**config.mk**
```make
export PLATFORM = sky130hd
export DESIGN_NAME = i2c_slave_responder_flat
export DESIGN_NICKNAME = d
export VERILOG_FILES = /design/src/rtl/i2c_slave_responder_if.sv /design/src/rtl/i2c_slave_responder.sv /design/src/flat_wrapper.sv
export SDC_FILE = /design/constraint.sdc
export NUM_CORES = 1
export LEC_CHECK = 0
export ABC_AREA = 1
export CAP_MARGIN = 25
export CORE_MARGIN = 2
export CORE_UTILIZATION = 45
export CTS_CLUSTER_DIAMETER = 50
export CTS_CLUSTER_SIZE = 20
export DETAILED_ROUTE_END_ITERATION = 8
export PLACE_DENSITY = 0.76
export SYNTH_ARGS = -nofsm -noshare
export SYNTH_HDL_FRONTEND = slang
export SYNTH_SLANG_ARGS = --single-unit
```
**constraint.sdc**
```tcl
create_clock -name clk -period 1.4 [get_ports clk]
set_input_delay 0.14 -clock clk [delete_from_list [all_inputs] [get_ports clk]]
set_output_delay 0.14 -clock clk [all_outputs]
set_load 0.01 [all_outputs]
```
**src/rtl/i2c_slave_responder_if.sv**
```systemverilog
// Pin and fabric signals of the I2C target responder.
// The slave modport is the responder; the master modport is the side that
// drives the pins and serves the fabric data.
interface i2c_slave_responder_if;
  logic       scl_in;
  logic       sda_in;
  logic       sda_drive_low;
  logic [7:0] rx_data;
  logic       rx_valid;
  logic       rx_ready;
  logic [7:0] tx_data;
  logic       tx_load;
  logic       addressed;
  logic       bus_busy;

  modport slave (
    input  scl_in, sda_in, rx_ready, tx_data,
    output sda_drive_low, rx_data, rx_valid, tx_load, addressed, bus_busy
  );

  modport master (
    output scl_in, sda_in, rx_ready, tx_data,
    input  sda_drive_low, rx_data, rx_valid, tx_load, addressed, bus_busy
  );
endinterface

```
**src/rtl/i2c_slave_responder.sv**
```systemverilog
// I2C target responder: oversamples SCL/SDA, detects START/STOP, matches a
// 7-bit address, receives write bytes and transmits fabric-supplied read bytes.
// SDA is only ever pulled low (open drain); SCL is never driven.
module i2c_slave_responder #(
  parameter logic [6:0]  ADDRESS     = 7'h50,
  parameter int unsigned SYNC_STAGES = 2
) (
  input logic                   clk,
  input logic                   reset_n,
  i2c_slave_responder_if.slave  bus
);

  localparam logic [2:0] S_IDLE      = 3'd0;
  localparam logic [2:0] S_ADDR      = 3'd1;
  localparam logic [2:0] S_ADDR_ACK  = 3'd2;
  localparam logic [2:0] S_RX_BYTE   = 3'd3;
  localparam logic [2:0] S_RX_ACK    = 3'd4;
  localparam logic [2:0] S_TX_BYTE   = 3'd5;
  localparam logic [2:0] S_TX_ACKCHK = 3'd6;
  localparam logic [2:0] S_IGNORE    = 3'd7;

  logic [SYNC_STAGES-1:0] r_scl_sync;
  logic [SYNC_STAGES-1:0] r_sda_sync;
  logic                   r_scl_hist;
  logic                   r_sda_hist;

  logic [2:0] r_state;
  logic [2:0] r_bitcnt;
  logic [7:0] r_shift;
  logic [7:0] r_tx_shift;
  logic       r_rw;
  logic       r_phase;
  logic       r_rx_ack;
  logic       r_sda_drive;
  logic [7:0] r_rx_data;
  logic       r_rx_valid;
  logic       r_tx_load;
  logic       r_addressed;
  logic       r_busy;

  logic       w_scl;
  logic       w_sda;
  logic       w_scl_rise;
  logic       w_scl_fall;
  logic       w_start;
  logic       w_stop;
  logic [7:0] w_byte;

  // Synchronize the raw pins and keep one history sample for edge detection
  always_ff @(posedge clk) begin
    if (!reset_n) begin
      r_scl_sync <= '0;
      r_sda_sync <= '0;
      r_scl_hist <= 1'b0;
      r_sda_hist <= 1'b0;
    end else begin
      r_scl_sync <= {r_scl_sync[SYNC_STAGES-2:0], bus.scl_in};
      r_sda_sync <= {r_sda_sync[SYNC_STAGES-2:0], bus.sda_in};
      r_scl_hist <= r_scl_sync[SYNC_STAGES-1];
      r_sda_hist <= r_sda_sync[SYNC_STAGES-1];
    end
  end

  assign w_scl      = r_scl_sync[SYNC_STAGES-1];
  assign w_sda      = r_sda_sync[SYNC_STAGES-1];
  assign w_scl_rise = w_scl & ~r_scl_hist;
  assign w_scl_fall = ~w_scl & r_scl_hist;
  assign w_start    = w_scl & r_scl_hist & r_sda_hist & ~w_sda;
  assign w_stop     = w_scl & r_scl_hist & ~r_sda_hist & w_sda;
  assign w_byte     = {r_shift[6:0], w_sda};

  // Protocol FSM; START/STOP take priority over every state and over scl_fall
  always_ff @(posedge clk) begin
    if (!reset_n) begin
      r_state     <= S_IDLE;
      r_bitcnt    <= '0;
      r_shift     <= '0;
      r_tx_shift  <= '0;
      r_rw        <= 1'b0;
      r_phase     <= 1'b0;
      r_rx_ack    <= 1'b0;
      r_sda_drive <= 1'b0;
      r_rx_data   <= '0;
      r_rx_valid  <= 1'b0;
      r_tx_load   <= 1'b0;
      r_addressed <= 1'b0;
      r_busy      <= 1'b0;
    end else begin
      r_rx_valid <= 1'b0;
      r_tx_load  <= 1'b0;
      if (r_rx_valid) begin
        r_rx_ack <= bus.rx_ready;
      end
      if (w_stop) begin
        r_state     <= S_IDLE;
        r_sda_drive <= 1'b0;
        r_addressed <= 1'b0;
        r_busy      <= 1'b0;
        r_phase     <= 1'b0;
      end else if (w_start) begin
        r_state     <= S_ADDR;
        r_bitcnt    <= '0;
        r_sda_drive <= 1'b0;
        r_addressed <= 1'b0;
        r_busy      <= 1'b1;
        r_phase     <= 1'b0;
      end else begin
        case (r_state)
          S_IDLE: begin
            r_sda_drive <= 1'b0;
          end
          S_ADDR: begin
            if (w_scl_rise) begin
              r_shift  <= w_byte;
              r_bitcnt <= r_bitcnt + 3'd1;
              if (r_bitcnt == 3'd7) begin
                if (w_byte[7:1] == ADDRESS) begin
                  r_rw    <= w_byte[0];
                  r_phase <= 1'b0;
                  r_state <= S_ADDR_ACK;
                end else begin
                  r_state <= S_IGNORE;
                end
              end
            end
          end
          S_ADDR_ACK: begin
            if (w_scl_fall) begin
              if (!r_phase) begin
                r_sda_drive <= 1'b1;
                r_addressed <= 1'b1;
                r_phase     <= 1'b1;
              end else begin
                r_sda_drive <= 1'b0;
                r_phase     <= 1'b0;
                r_bitcnt    <= '0;
                if (r_rw) begin
                  r_tx_load <= 1'b1;
                  r_state   <= S_TX_BYTE;
                end else begin
                  r_state   <= S_RX_BYTE;
                end
              end
            end
          end
          S_RX_BYTE: begin
            if (w_scl_rise) begin
              r_shift  <= w_byte;
              r_bitcnt <= r_bitcnt + 3'd1;
              if (r_bitcnt == 3'd7) begin
                r_rx_data  <= w_byte;
                r_rx_valid <= 1'b1;
                r_phase    <= 1'b0;
                r_state    <= S_RX_ACK;
              end
            end
          end
          S_RX_ACK: begin
            if (w_scl_fall) begin
              if (!r_phase) begin
                r_sda_drive <= r_rx_ack;
                r_phase     <= 1'b1;
              end else begin
                r_sda_drive <= 1'b0;
                r_phase     <= 1'b0;
                r_bitcnt    <= '0;
                r_state     <= S_RX_BYTE;
              end
            end
          end
          S_TX_BYTE: begin
            // tx_data is taken during the tx_load cycle, so the MSB appears
            // one clk after the releasing scl_fall, still well inside SCL low
            if (r_tx_load) begin
              r_tx_shift  <= bus.tx_data;
              r_sda_drive <= ~bus.tx_data[7];
            end else if (w_scl_fall) begin
              r_bitcnt <= r_bitcnt + 3'd1;
              if (r_bitcnt == 3'd7) begin
                r_sda_drive <= 1'b0;
                r_phase     <= 1'b0;
                r_state     <= S_TX_ACKCHK;
              end else begin
                r_tx_shift  <= {r_tx_shift[6:0], 1'b0};
                r_sda_drive <= ~r_tx_shift[6];
              end
            end
          end
          S_TX_ACKCHK: begin
            r_sda_drive <= 1'b0;
            if (w_scl_rise) begin
              if (w_sda) begin
                r_state <= S_IGNORE;
              end else begin
                r_phase <= 1'b1;
              end
            end else if (w_scl_fall && r_phase) begin
              r_tx_load <= 1'b1;
              r_bitcnt  <= '0;
              r_phase   <= 1'b0;
              r_state   <= S_TX_BYTE;
            end
          end
          S_IGNORE: begin
            r_sda_drive <= 1'b0;
          end
          default: begin
            r_state     <= S_IDLE;
            r_sda_drive <= 1'b0;
          end
        endcase
      end
    end
  end

  assign bus.sda_drive_low = r_sda_drive;
  assign bus.rx_data       = r_rx_data;
  assign bus.rx_valid      = r_rx_valid;
  assign bus.tx_load       = r_tx_load;
  assign bus.addressed     = r_addressed;
  assign bus.bus_busy      = r_busy;

endmodule

```
**src/flat_wrapper.sv**
```systemverilog
// flat-port wrapper written by rule: the top's interface ports become plain ports
module i2c_slave_responder_flat 
#(
  parameter logic [6:0]  ADDRESS     = 7'h50,
  parameter int unsigned SYNC_STAGES = 2
)
  (clk, reset_n, bus_scl_in, bus_sda_in, bus_rx_ready, bus_tx_data, bus_sda_drive_low, bus_rx_data, bus_rx_valid, bus_tx_load, bus_addressed, bus_bus_busy);
  i2c_slave_responder_if bus_i ();
  input logic clk;
  input logic reset_n;
  input wire logic [$bits(bus_i.scl_in)-1:0] bus_scl_in;
  input wire logic [$bits(bus_i.sda_in)-1:0] bus_sda_in;
  input wire logic [$bits(bus_i.rx_ready)-1:0] bus_rx_ready;
  input wire logic [$bits(bus_i.tx_data)-1:0] bus_tx_data;
  output wire logic [$bits(bus_i.sda_drive_low)-1:0] bus_sda_drive_low;
  output wire logic [$bits(bus_i.rx_data)-1:0] bus_rx_data;
  output wire logic [$bits(bus_i.rx_valid)-1:0] bus_rx_valid;
  output wire logic [$bits(bus_i.tx_load)-1:0] bus_tx_load;
  output wire logic [$bits(bus_i.addressed)-1:0] bus_addressed;
  output wire logic [$bits(bus_i.bus_busy)-1:0] bus_bus_busy;
  assign bus_i.scl_in = bus_scl_in;
  assign bus_i.sda_in = bus_sda_in;
  assign bus_i.rx_ready = bus_rx_ready;
  assign bus_i.tx_data = bus_tx_data;
  assign bus_sda_drive_low = bus_i.sda_drive_low;
  assign bus_rx_data = bus_i.rx_data;
  assign bus_rx_valid = bus_i.rx_valid;
  assign bus_tx_load = bus_i.tx_load;
  assign bus_addressed = bus_i.addressed;
  assign bus_bus_busy = bus_i.bus_busy;
  i2c_slave_responder #(.ADDRESS(ADDRESS), .SYNC_STAGES(SYNC_STAGES)) u_core (.clk(clk), .reset_n(reset_n), .bus(bus_i));
endmodule
```
==> run_results.csv, run 1 <==
group,metric,value,unit
finish,n_antenna_cell,0,
synthesis,synth-seq-cells,42,
synthesis,netlist_instances,298,
drt,vias,2055,
drt,routed_wl,5.05,mm
drt,drtAntennaViolNets,0,
setup_path,crit_type,"register to register",
sta,setup_viol_count_final,0,
floorplan,die_w,72.1,um
pwr,ir_drop,611,uV
synthesis,synth_top_area_share,0.403,
setup_path,max_stage_delay,0.37,ns
setup_path,critPathTopFamily,"simple AND/OR/NAND/NOR gates",
setup_path,cp_max_fo,5,
sta,worst_hold_slack,0.370,ns
global_route,grt_max_degree,29,
setup_path,cp_cell_sequence,"buf_4 -> nand3_2 -> nor2_4 -> nand2_1 -> nand2_2 -> nor2_4 -> nand2_2 -> nand2_1 -> a21oi_1",
clock_tree,clk-insertion-delay-late,0.30,ns
clock_tree,cts_tree,"done",
floorplan,core_area,4410,um2
finish,area.sequential,861,um2
sta,tns,0,ns
global_route,grt_pass1_vias,1798,
synthesis,synth_fp_nets,313,
clock_tree,cts_buffers,5,
sta,hold_viol_final,0,
setup_path,r2r_slack,0.02,ns
global_route,grt_overflow,0,
global_route,track_usage,0.198,
clock_tree,clk_path_buf_depth,2,
min_path,whs_endpoint,"u_core.r_scl_sync[0]$_SDFF_PN0_",
setup_path,path_buf_inv,1,
synthesis,synth_cell_types,32,
synthesis,synth_warnings,0,
setup_path,cp-start-kind,"register",
synthesis,synthTopCellsByArea,"dfxtp_1, nand2_1, nor2_1",
min_path,hold_path_class,"input pin to register",
floorplan,fp.dieArea,5200,um2
min_path,hold_start,"bus_scl_in",
finish,final_common_cell,"nand2_1",
synthesis,yosysSeqAreaShare,0.403,
sta,max_freq,0.723,GHz
pwr,power_frac_seq,0.353,
clock_tree,clk_pin_slew,0.09,ns
setup_path,required,1.63,ns
placed_design,dp_slack,-0.0965,ns
floorplan,die_h,72.1,um
setup_path,r2r_cells,9,
min_path,worstHoldPathCells,3,
setup_path,startpoint,"u_core.r_state[2]$_SDFFE_PP0P_",
setup_path,r2r_end,"u_core.r_state[1]$_SDFFE_PP0P_",
floorplan,rows,24,
setup_path,r2r_start,"u_core.r_state[2]$_SDFFE_PP0P_",
drt,first_iter_violations,142,
placed_design,io_buffers,25,
finish,nNetsFinal,360,
sta,worst_pin_slew,0.233,ns
sta,fin_crit_sh,0.988,
global_route,antenna_found_initial,0,
drt,drc,0,
synthesis,yosysTopAreaCell,"dfxtp_1",
pwr,pwr-share-clk,0.183,
pwr,switching_share,0.403,
pwr,powerDensity,1470,nW/um2
finish,fillCellCount,390,
floorplan,start_util,0.473,
pwr,p_leak,1.27,nW
pwr,p_switching,1.67,mW
clock_tree,root_buffer,"clkbuf_8",
finish,drive_gt1_frac,0.278,
floorplan,io_pins,26,
pwr,internal_power,2.47,mW
clock_tree,cts_hold_buf,0,
synthesis,syn_avg_cell_area,7.00,um2
global_route,grt_pass1_wl,8.11,mm
sta,rsz0062_at_grt,"yes",
job,drv_cap,0,
setup_path,cp.depth,9,
sta,min_period,1.38,ns
sta,relSlewSlack,0.844,
setup_path,slowest_stage,"dfxtp_4",
sta,slew_viol_final,0,
setup_path,critical_path_arrival,1.61,ns
sta,skew,0.0111,ns
finish,area_growth,35.1,%
sta,setup_slack,0.0170,ns
finish,final_cell_mix,"nand2_1, nor2_1, dfxtp_1",
clock_tree,htreeDepth,2,
drt,wl_per_cell,12.7,um
placed_design,place.gp.congestion,0.861,
drt,drt-vias-per-instance,5.18,
setup_path,crit_path_end_kind,"register",
finish,multi_input_area,1240,um2
synthesis,netlist_area,2090,um2
pwr,pwr-share-comb,0.464,
outcome,status,"completed",
clock_tree,cts_sinks,42,
placed_design,place_hpwl,3.50,mm
drt,firstDrtPassIters,4,
-- logic make-up (layout without fill, tap and decap cells) --
logic type | count (synthesis) | count (layout) | share of synthesized area
AO/OA/AOI/OAI | 55 | 55 | 0.140
adder cells (fa/ha/maj) | 2 | 2 | 0.0120
buffers and inverters | 41 | 88 | 0.0846
flip-flops | 42 | 42 | 0.403
AND/OR/NAND/NOR | 158 | 158 | 0.360
-- metrics by stage --
stage               area, um2  utilization  cells  power (mW)
detailed placement       2520        0.570    389        2.94
finish                   2820        0.638    397        4.14
floorplan                2090            -    298        2.49
global route             2820        0.638    397        4.43
global placement         2520        0.570    389        2.91
CTS                      2620        0.593    396        3.71
-- state kept, by name, indices dropped and copies added (netlist names), 2 cells and up --
register and count:
u_core.r_scl_sync 2, u_core.r_state 3, u_core.bus.rx_data 8, u_core.r_sda_sync 2
u_core.r_shift 7, u_core.r_bitcnt 3, u_core.r_tx_shift 7
-- cell type report --
type,instances,share of cell area
inverter,33,0.0466
clock buffer,6,0.0258
sequential,42,0.306
timing repair buffer,48,0.155
clock inverter,1,0.00266
tap,52,0.0231
multi-input combinational,215,0.442
-- per-layer routing --
layer | track usage | share of wire | up-vias
li1 | - | - | 1050
met1 | 0.253 | 0.44 | 931
met2 | 0.323 | 0.49 | 59
met3 | 0.0444 | 0.047 | 15
met4 | 0.0839 | 0.024 | 0
met5 | 0 | 0 | -
-- power groups by stage --
stage / Clock [mW] / Sequential, mW / Combinational (mW)
6_report: 0.758 / 1.46 / 1.92
5_1_grt: 0.832 / 1.48 / 2.12
4_1_cts: 0.779 / 1.41 / 1.52
3_5_place_dp: 0 / 1.43 / 1.51
3_3_place_gp: 0 / 1.42 / 1.49
2_1_floorplan: 0 / 1.39 / 1.10
-- cell usage after synthesis, drive strengths merged --
cell    instances
nand2          71
nor2           59
dfxtp          42
inv            32
o21ai          30
a21oi          20
nand3          20
buf             7
nand4           4
nor3            3
a31oi           2
ha              2
a211oi          1
clkbuf          1
clkinv          1
nor3b           1
o211ai          1
o21a            1
-- what timing repair did --
item | in CTS | in global routing
endpoints found under the setup margin | 25 | 33
buffers inserted | 0 | 1
gates resized for setup | 9 | 55
pin swaps | 2 | 8
-- worst register-to-register path, stage by stage (launching register included) --
cell	delay, ns
dfxtp_4	0.37
buf_4	0.16
nand3_2	0.12
nor2_4	0.15
nand2_1	0.08
nand2_2	0.13
nor2_4	0.06
nand2_2	0.07
nand2_1	0.05
a21oi_1	0.14
-- worst max path at each step --
stage | slack [ns] | endpoint
floorplan | 0.03 | u_core.r_tx_shift[3]$_SDFFE_PN0P_
global placement | -0.04 | u_core.r_bitcnt[1]$_SDFFE_PN0P_
detailed placement | -0.1 | u_core.r_tx_shift[6]$_SDFFE_PN0P_
CTS | 0.005 | u_core.r_phase$_SDFFE_PP0P_
global route | -0.07 | u_core.r_phase$_SDFFE_PP0P_
finish | 0.02 | u_core.r_state[1]$_SDFFE_PP0P_
No activity file was read; power rests on OpenSTA's default activity.
==> run 2: changes to the inputs <==
- CAP_MARGIN: 25 -> not set
- CORE_UTILIZATION: 45 -> 40
- PLACE_DENSITY: 0.76 -> 0.7
==> run 2 against run 1 <==
  * The flow now finishes with violations (setup timing)
  * Global-route usage shrank 2.6 points
  * Cell area increased by 6.4%
  * Clock skew shrank 0.0059 ns
  * Register-to-register slack worse by 0.04 ns
  * Maximum frequency shrank 3.1%
  * Wire length is 11% higher
  * Final cell count grew 6.3%
  * Flip-flop and latch count is the same
  * Power is 11% higher
  * Count of clock-buffer cells in the layout unchanged
  * Critical path type unchanged
  * Critical endpoint is now u_core.r_rw$_SDFFE_PN0P_
==> run_results.csv, run 2 (synthesis gave the netlist of run 1 again) <==
group,metric,value,unit
drt,drt-vias-per-instance,5.03,
sta,relSlewSlack,0.829,
pwr,internal_power,2.76,mW
clock_tree,cts_buffers,5,
drt,wl_per_cell,13.3,um
placed_design,place.gp.congestion,0.942,
finish,final_cell_mix,"nand2_1, nor2_1, dfxtp_1",
pwr,ir_drop,910,uV
drt,vias,2123,
setup_path,critical_path_arrival,1.63,ns
clock_tree,cts_tree,"done",
pwr,pwr-share-comb,0.480,
setup_path,cp_max_fo,6,
drt,routed-wl-met3,225,um
pwr,power_frac_seq,0.312,
placed_design,io_buffers,25,
clock_tree,clk_pin_slew,0.08,ns
finish,final_common_cell,"nand2_1",
setup_path,required,1.60,ns
global_route,grt_max_degree,29,
clock_tree,htreeDepth,2,
sta,max_freq,0.701,GHz
sta,slew_viol_final,0,
job,drv_cap,0,
setup_path,cp-start-kind,"register",
pwr,p_leak,1.29,nW
drt,first_iter_violations,107,
placed_design,place_hpwl,3.62,mm
setup_path,crit_path_end_kind,"register",
finish,utilization,0.591,
sta,rsz0062_at_grt,"yes",
pwr,switching_share,0.402,
pwr,powerDensity,1540,nW/um2
floorplan,die_h,76.2,um
sta,worst_pin_slew,0.255,ns
sta,setup_slack,-0.0267,ns
clock_tree,cts_sinks,42,
finish,area_growth,43.7,%
pwr,pwr-share-clk,0.207,
drt,top_layer,"met4",
global_route,grt_pass1_wl,8.40,mm
clock_tree,clk_path_buf_depth,2,
sta,hold_viol_final,0,
finish,nNetsFinal,366,
min_path,hold_path_class,"input pin to register",
setup_path,crit_type,"register to register",
outcome,status,"complete, but fails checks",
floorplan,rows,26,
drt,met2_wirelength,2.81,mm
global_route,grt_pass1_vias,1956,
global_route,grt_overflow,0,
floorplan,io_pins,26,
pwr,p_switching,1.85,mW
setup_path,max_stage_delay,0.38,ns
finish,n_antenna_cell,0,
finish,drive_gt1_frac,0.324,
sta,min_period,1.43,ns
floorplan,fp.dieArea,5810,um2
setup_path,slowest_stage,"dfxtp_4",
drt,drc,0,
floorplan,core_area,5070,um2
clock_tree,clk-insertion-delay-late,0.29,ns
floorplan,start_util,0.411,
global_route,antenna_found_initial,0,
sta,setup_viol_count_final,4,
global_route,track_usage,0.172,
drt,met1Wirelength,2.44,mm
drt,routed_wl,5.61,mm
sta,fin_crit_sh,1.02,
finish,fin_cells,422,
drt,firstDrtPassIters,5,
outcome,failed_checks,"setup timing",
clock_tree,cts_hold_buf,0,
setup_path,cp_cell_sequence,"buf_6 -> nor3_4 -> buf_4 -> nand4_1 -> a211oi_1",
sta,skew,0.00513,ns
placed_design,dp_slack,-0.0539,ns
placed_design,dp.cells,411,
floorplan,die_w,76.2,um
clock_tree,root_buffer,"clkbuf_8",
drt,drtAntennaViolNets,0,
finish,largest_reg_flops,8,
## run 2: stage by stage
stage | total power, mW | hold slack (ns) | TNS, ns | instance area [um2]
floorplan | 2.49 | 0.238 | 0 | 2090
global placement | 2.97 | 0.391 | -0.101 | 2570
detailed placement | 2.99 | 0.397 | -0.335 | 2570
CTS | 4.00 | 0.368 | 0 | 2710
global route | 4.84 | 0.389 | -0.496 | 3000
finish | 4.61 | 0.376 | -0.0811 | 3000
## run 2: path summary, 6_finish.rpt
path / startpoint / endpoint / slack (ns) / cells past startpoint
setup / recovery: u_core.r_state[1]$_SDFFE_PP0P_ / u_core.r_rw$_SDFFE_PN0P_ / -0.03 / 5
hold reg to reg: u_core.r_sda_sync[0]$_SDFF_PN0_ / u_core.r_sda_sync[1]$_SDFF_PN0_ / 0.41 / 2
hold / removal: bus_sda_in / u_core.r_sda_sync[0]$_SDFF_PN0_ / 0.38 / 3
setup reg to reg: u_core.r_state[1]$_SDFFE_PP0P_ / u_core.r_rw$_SDFFE_PN0P_ / -0.03 / 5
## run 2: cell type report
| class | instances | area [um2] |
|---|---|---|
| clock buffer | 6 | 72.6 |
| inverter | 33 | 134 |
| clock inverter | 2 | 37.5 |
| timing repair buffer | 54 | 492 |
| tap | 70 | 87.6 |
| fill | 480 | 2080 |
| sequential | 42 | 860 |
| multi-input combinational | 215 | 1320 |
## run 2: critical path, delay by kind of cell (launching register included)
family | cells | cell delay (ns)
AOI/OAI and AO/OA | 1 | 0.26
buffers and inverters | 2 | 0.29
DFF | 1 | 0.38
and+or+nand+nor | 2 | 0.40
## run 2: power groups by stage
stage / Sequential (mW) / Combinational, mW / Clock, mW
after floorplan: 1.39 / 1.10 / 0
after detailed placement: 1.41 / 1.57 / 0
after CTS: 1.39 / 1.63 / 0.977
after global routing: 1.46 / 2.37 / 1.02
after global placement: 1.40 / 1.56 / 0
final: 1.44 / 2.21 / 0.956
## run 2: timing repair
| action | in CTS | in global routing |
|---|---|---|
| setup endpoints to repair | 15 | 26 |
| gates cloned | 0 | 1 |
| setup buffers | 0 | 2 |
| resized for setup | 13 | 73 |
| pin swaps | 2 | 15 |
## run 2: layer usage
metal,global-route usage,vias to the layer above
met5,0,-
met4,0.0473,0
met3,0.0355,17
met2,0.296,68
met1,0.220,975
li1,-,1063
